--- src/rtl/regbank_arbiter.sv ---
// +--------------------------------------------------------------------------+
// | Module      : regbank_arbiter                                            |
// | Description : Two-port round-robin arbiter and access sequencer for the  |
// |               four-entry register bank. One transaction at a time walks  |
// |               IDLE -> ACCESS -> CAPTURE -> RESP and ends in a one-cycle  |
// |               completion pulse to the winning requester.                 |
// | Options     : REGARB_ERR_EN - address decode check; illegal accesses     |
// |               are not forwarded to the bank and complete with err = 1.   |
// | Revision    : 1.0 - initial release                                      |
// +--------------------------------------------------------------------------+
`timescale 1ns/1ps
`default_nettype none

module regbank_arbiter #(
    parameter int ADDR_W = 32,
    parameter int DATA_W = 32,
    parameter int A_REGA = 5,
    parameter int A_REGB = 10,
    parameter int A_REGC = 15,
    parameter int A_REGD = 20
) (
    input  logic              clk,
    input  logic              rst,
    input  logic              req0,
    input  logic              req1,
    input  logic              we0,
    input  logic              we1,
    input  logic [ADDR_W-1:0] addr0,
    input  logic [ADDR_W-1:0] addr1,
    input  logic [DATA_W-1:0] wdata0,
    input  logic [DATA_W-1:0] wdata1,
    output logic              done0,
    output logic              done1,
    output logic [DATA_W-1:0] rdata0,
    output logic [DATA_W-1:0] rdata1,
    output logic              err0,
    output logic              err1,
    output logic              busy,
    output logic              bank_wr_en,
    output logic              bank_rd_en,
    output logic [ADDR_W-1:0] bank_addr,
    output logic [DATA_W-1:0] bank_wdata,
    input  logic [DATA_W-1:0] bank_rdata
);

    typedef enum logic [1:0] {
        S_IDLE    = 2'd0,
        S_ACCESS  = 2'd1,
        S_CAPTURE = 2'd2,
        S_RESP    = 2'd3
    } state_t;

`ifdef REGARB_ERR_EN
    localparam logic c_err_en = 1'b1;
`else
    localparam logic c_err_en = 1'b0;
`endif

    localparam logic [ADDR_W-1:0] c_rega = ADDR_W'(A_REGA);
    localparam logic [ADDR_W-1:0] c_regb = ADDR_W'(A_REGB);
    localparam logic [ADDR_W-1:0] c_regc = ADDR_W'(A_REGC);
    localparam logic [ADDR_W-1:0] c_regd = ADDR_W'(A_REGD);

    state_t              r_state;
    state_t              w_state_nxt;
    logic                r_last_gnt;
    logic                r_win;
    logic                r_we;
    logic                r_err;
    logic [ADDR_W-1:0]   r_addr;
    logic [DATA_W-1:0]   r_wdata;
    logic [DATA_W-1:0]   r_rdata;

    logic                w_any_req;
    logic                w_win;
    logic                w_sel_we;
    logic [ADDR_W-1:0]   w_sel_addr;
    logic [DATA_W-1:0]   w_sel_wdata;
    logic                w_addr_known;
    logic                w_dec_err;
    logic                w_sel_err;

    // Round-robin pick: a lone requester wins outright, a tie goes to the
    // requester that did not win last time.
    assign w_any_req   = req0 | req1;
    assign w_win       = (req0 & req1) ? ~r_last_gnt : req1;
    assign w_sel_we    = w_win ? we1    : we0;
    assign w_sel_addr  = w_win ? addr1  : addr0;
    assign w_sel_wdata = w_win ? wdata1 : wdata0;

    // Decode check: unknown address, read of the write-only register or
    // write of the read-only register. Forced to 0 when the check is off.
    assign w_addr_known = (w_sel_addr == c_rega) | (w_sel_addr == c_regb) |
                          (w_sel_addr == c_regc) | (w_sel_addr == c_regd);
    assign w_dec_err    = ~w_addr_known |
                          (~w_sel_we & (w_sel_addr == c_regc)) |
                          ( w_sel_we & (w_sel_addr == c_regd));
    assign w_sel_err    = c_err_en & w_dec_err;

    // State register.
    always_ff @(posedge clk) begin
        if (rst) begin
            r_state <= S_IDLE;
        end else begin
            r_state <= w_state_nxt;
        end
    end

    // Next-state and output decode; every output is a pure function of the
    // current state and latched transaction fields.
    always_comb begin
        w_state_nxt = r_state;
        busy        = (r_state != S_IDLE);
        bank_wr_en  = 1'b0;
        bank_rd_en  = 1'b0;
        bank_addr   = '0;
        bank_wdata  = '0;
        done0       = 1'b0;
        done1       = 1'b0;
        rdata0      = '0;
        rdata1      = '0;
        err0        = 1'b0;
        err1        = 1'b0;
        if (r_state != S_IDLE) begin
            bank_addr  = r_addr;
            bank_wdata = r_wdata;
        end
        case (r_state)
            S_IDLE: begin
                if (w_any_req) begin
                    w_state_nxt = S_ACCESS;
                end
            end
            S_ACCESS: begin
                bank_wr_en  =  r_we & ~r_err;
                bank_rd_en  = ~r_we & ~r_err;
                w_state_nxt = S_CAPTURE;
            end
            S_CAPTURE: begin
                w_state_nxt = S_RESP;
            end
            S_RESP: begin
                done0       = ~r_win;
                done1       =  r_win;
                rdata0      = r_win ? '0 : r_rdata;
                rdata1      = r_win ? r_rdata : '0;
                err0        = ~r_win & r_err;
                err1        =  r_win & r_err;
                w_state_nxt = S_IDLE;
            end
            default: begin
                w_state_nxt = S_IDLE;
            end
        endcase
    end

    // Transaction latch on grant, arbitration history, and read-data capture.
    always_ff @(posedge clk) begin
        if (rst) begin
            r_last_gnt <= 1'b1;
            r_win      <= 1'b0;
            r_we       <= 1'b0;
            r_err      <= 1'b0;
            r_addr     <= '0;
            r_wdata    <= '0;
            r_rdata    <= '0;
        end else begin
            case (r_state)
                S_IDLE: begin
                    if (w_any_req) begin
                        r_last_gnt <= w_win;
                        r_win      <= w_win;
                        r_we       <= w_sel_we;
                        r_err      <= w_sel_err;
                        r_addr     <= w_sel_addr;
                        r_wdata    <= w_sel_wdata;
                    end
                end
                S_CAPTURE: begin
                    r_rdata <= (r_we | r_err) ? '0 : bank_rdata;
                end
                default: begin
                end
            endcase
        end
    end

endmodule

`default_nettype wire

--- config.mk ---
export PLATFORM = sky130hd
export DESIGN_NAME = regbank_arbiter
export DESIGN_NICKNAME = d
export VERILOG_FILES = /design/src/rtl/regbank_arbiter.sv
export SDC_FILE = /design/constraint.sdc
export NUM_CORES = 1
export LEC_CHECK = 0
export CORE_MARGIN = 2
export CORE_UTILIZATION = 35
export DETAILED_ROUTE_END_ITERATION = 16
export GPL_TIMING_DRIVEN = 0
export HOLD_SLACK_MARGIN = 0.05
export PLACE_DENSITY_LB_ADDON = 0.25
export SLEW_MARGIN = 5
export SYNTH_ARGS = -nofsm -noshare
export SYNTH_HDL_FRONTEND = slang
export SYNTH_SLANG_ARGS = --single-unit
--- constraint.sdc ---
create_clock -name clk -period 1.9 [get_ports clk]
set_input_delay 0.19 -clock clk [delete_from_list [all_inputs] [get_ports clk]]
set_output_delay 0.19 -clock clk [all_outputs]
set_load 0.01 [all_outputs]
==> out/results.tsv <==
metric	value	unit
outcome	complete, but fails checks	
violations	negative setup slack	
synth_area_leaders	dfxtp_1 (40%), nor2b_1 (12%), a211oi_1 (9.7%), a21oi_1 (9.6%), nor2_1 (7.4%)	
fmax	522	MHz
synth_seq_cells	101	
portBuffers	297	
synth_edf_count	0	
setup_viol	4	
firstDrtPassIters	4	
path_clk_slew	70	ps
arrival	1720	ps
grt_pass1_vias	5565	
syn_to_final_growth	69.6	%
yosysTopAreaCell	dfxtp_1	
yosysUniqueCellTypes	23	
cts_max_path_buffers	2	
die_x	125	um
p_seq_frac	0.316	
synth-async-reset-ratio	0	
period_minus_slack	1910	ps
start_util	0.355	
drv_slew	0	
place_congestion	0.825	
grt.total_usage	0.232	
drtIter0Drc	230	
maxSlewHeadroom	0.465	
remaining_drc_errors	0	
drive_above_1_share	0.171	
core-area	14400	um^2
die-height	125	um
syn_inst	678	
setup_tns	-33.5	ps
grt_max_degree	15	
required	1710	ps
gr-total-overflow	0	
insertion_delay	350	ps
synthFlopType	dfxtp_1	
fin_worst_skew	4.29	ps
switchingPower	3900	uW
syn_avg_cell_area	7.54	um^2
syn_area	5110	um^2
slowest_delay	380	ps
rsz0062_at_grt	yes	
cts_sinks	101	
clockRootBuffer	clkbuf_16	
worst_slew_pin_slew	803	ps
powerDensity	1150	nW/um^2
power_frac_comb	0.506	
cts_tree	yes	
power_leakage	0.00405	uW
drt-total-wl	18.6	mm
vias_per_cell	4.84	
yosys_warnings	0	
die-area	15600	um^2
ios	301	
antenna_found_initial	0	
swShare	0.390	
h-tree-depth	3	
min_period_over_period	1.01	
rows	44	
num_vias	5742	
fin_area	8680	um^2
cp_cell_sequence	ha_4, nor2b_4, clkbuf_8, and2_1, clkdlybuf4s15_1	
dpl_cell_area	8320	um^2
p_int	6110	uW
crit_path_end_kind	output pin	
max_cap_viol_count	0	
crit_fanout	6	
critical-path-slowest-cell	dfxtp_4	
p_clk_frac	0.178	
hold_viol	0	
cts_made_buffers	9	
fin_nets	1169	
synth_top_area_frac	0.395	
ir_drop	0.000584	V
ant_nets	0	
worst_slack	-14.9	ps
holdCritPathClass	in -> reg	
place.detailed.hpwl	14.0	mm
grt_pass1_wl	29.1	mm
synth_common_cells	dfxtp_1 (101), nor2_1 (101), nor2b_1 (99)	
wl_per_cell	15.7	um
diodes	0	
critPathLaunchType	register	
path_class	reg -> out	
synth_seq_area_share	0.395	
state kept, by name, indices dropped and copies added (netlist names):
name	cells
r_addr	32
r_rdata	32
r_wdata	32
r_state	2
r_last_gnt	1
r_we	1
r_win	1
final timing paths:
| kind | start | to | slack, ps | cells past startpoint |
|---|---|---|---|---|
| worst max-delay path | r_state[0] | rdata0[27] | -10 | 5 |
| worst min-delay path | rst | r_rdata[31] | 240 | 2 |
| worst max register to register | r_state[1] | r_addr[1] | 170 | 8 |
| worst min register to register | r_addr[24] | r_addr[24] | 500 | 2 |
power groups by stage:
stage               logic, uW  registers, uW  clock network, uW
floorplan                2920           3060                  0
global placement         4930           3140                  0
detailed placement       4960           3160                  0
CTS                      4970           3140               1820
global route             5610           3240               1890
finish                   5070           3160               1780
cell usage in the layout, fill, tap and decap left out, types with 23 or more instances in the layout:
cell type	netlist	routed
a211oi_1	66	66
a21oi_1	98	98
and3_1	32	32
buf_6	0	23
clkbuf_2	0	46
clkdlybuf4s50_1	0	167
dfxtp_1	101	98
dlygate4sd2_1	0	55
nand2_1	65	65
nor2_1	101	101
nor2b_1	99	95
through the flow:
| step | hold WS (ps) | total power, uW | utilization | std cells | setup WS (ps) |
|---|---|---|---|---|---|
| global placement | 484 | 8070 | 0.577 | 1160 | -806 |
| detailed placement | 487 | 8120 | 0.577 | 1160 | -775 |
| CTS | 233 | 9940 | 0.599 | 1182 | -149 |
| floorplan | 329 | 5970 | - | 679 | 361 |
| finish | 240 | 10000 | 0.602 | 1186 | -14.9 |
| global route | 283 | 10700 | 0.602 | 1186 | -80.7 |
final cells by class:
type	instances	area [um^2]
well taps	184	230
multi-input cells	511	2880
flip-flops and latches	101	2030
repair buffers	308	2830
fillers	1424	5750
plain buffers	64	414
clock inverters	1	5.00
clock buffers	14	274
inverters	3	11.3
layer usage:
metal  GRT usage  wire, um
met5           0         0
met4      0.0922       506
met3      0.0597      1450
met2       0.395      8790
met1       0.281      7890
cell families after synthesis:
group	after synthesis	share of synthesized area
fa+ha+maj	5	0.0122
flops	101	0.395
mux	1	0.00196
simple gates	333	0.327
other cells	1	0.000733
buf+inv	67	0.0612
compound gates	170	0.202
timing repair:
| action | 4_1_cts | 5_1_grt |
|---|---|---|
| gates resized for setup | 261 | 141 |
| hold buffers | 0 | 0 |
| pin swaps | 1 | 5 |
| endpoints found under the setup margin | 191 | 98 |
| gates cloned | 3 | 0 |
| setup buffers | 4 | 5 |
worst max-delay path, delay by kind of cell (launching register included):
family | cells | cell delay, ps
adder cells (fa/ha/maj) | 1 | 180
flip-flops | 1 | 380
buffers and inverters | 2 | 420
AND/OR/NAND/NOR | 2 | 400
(Power assumes the default switching activity.)
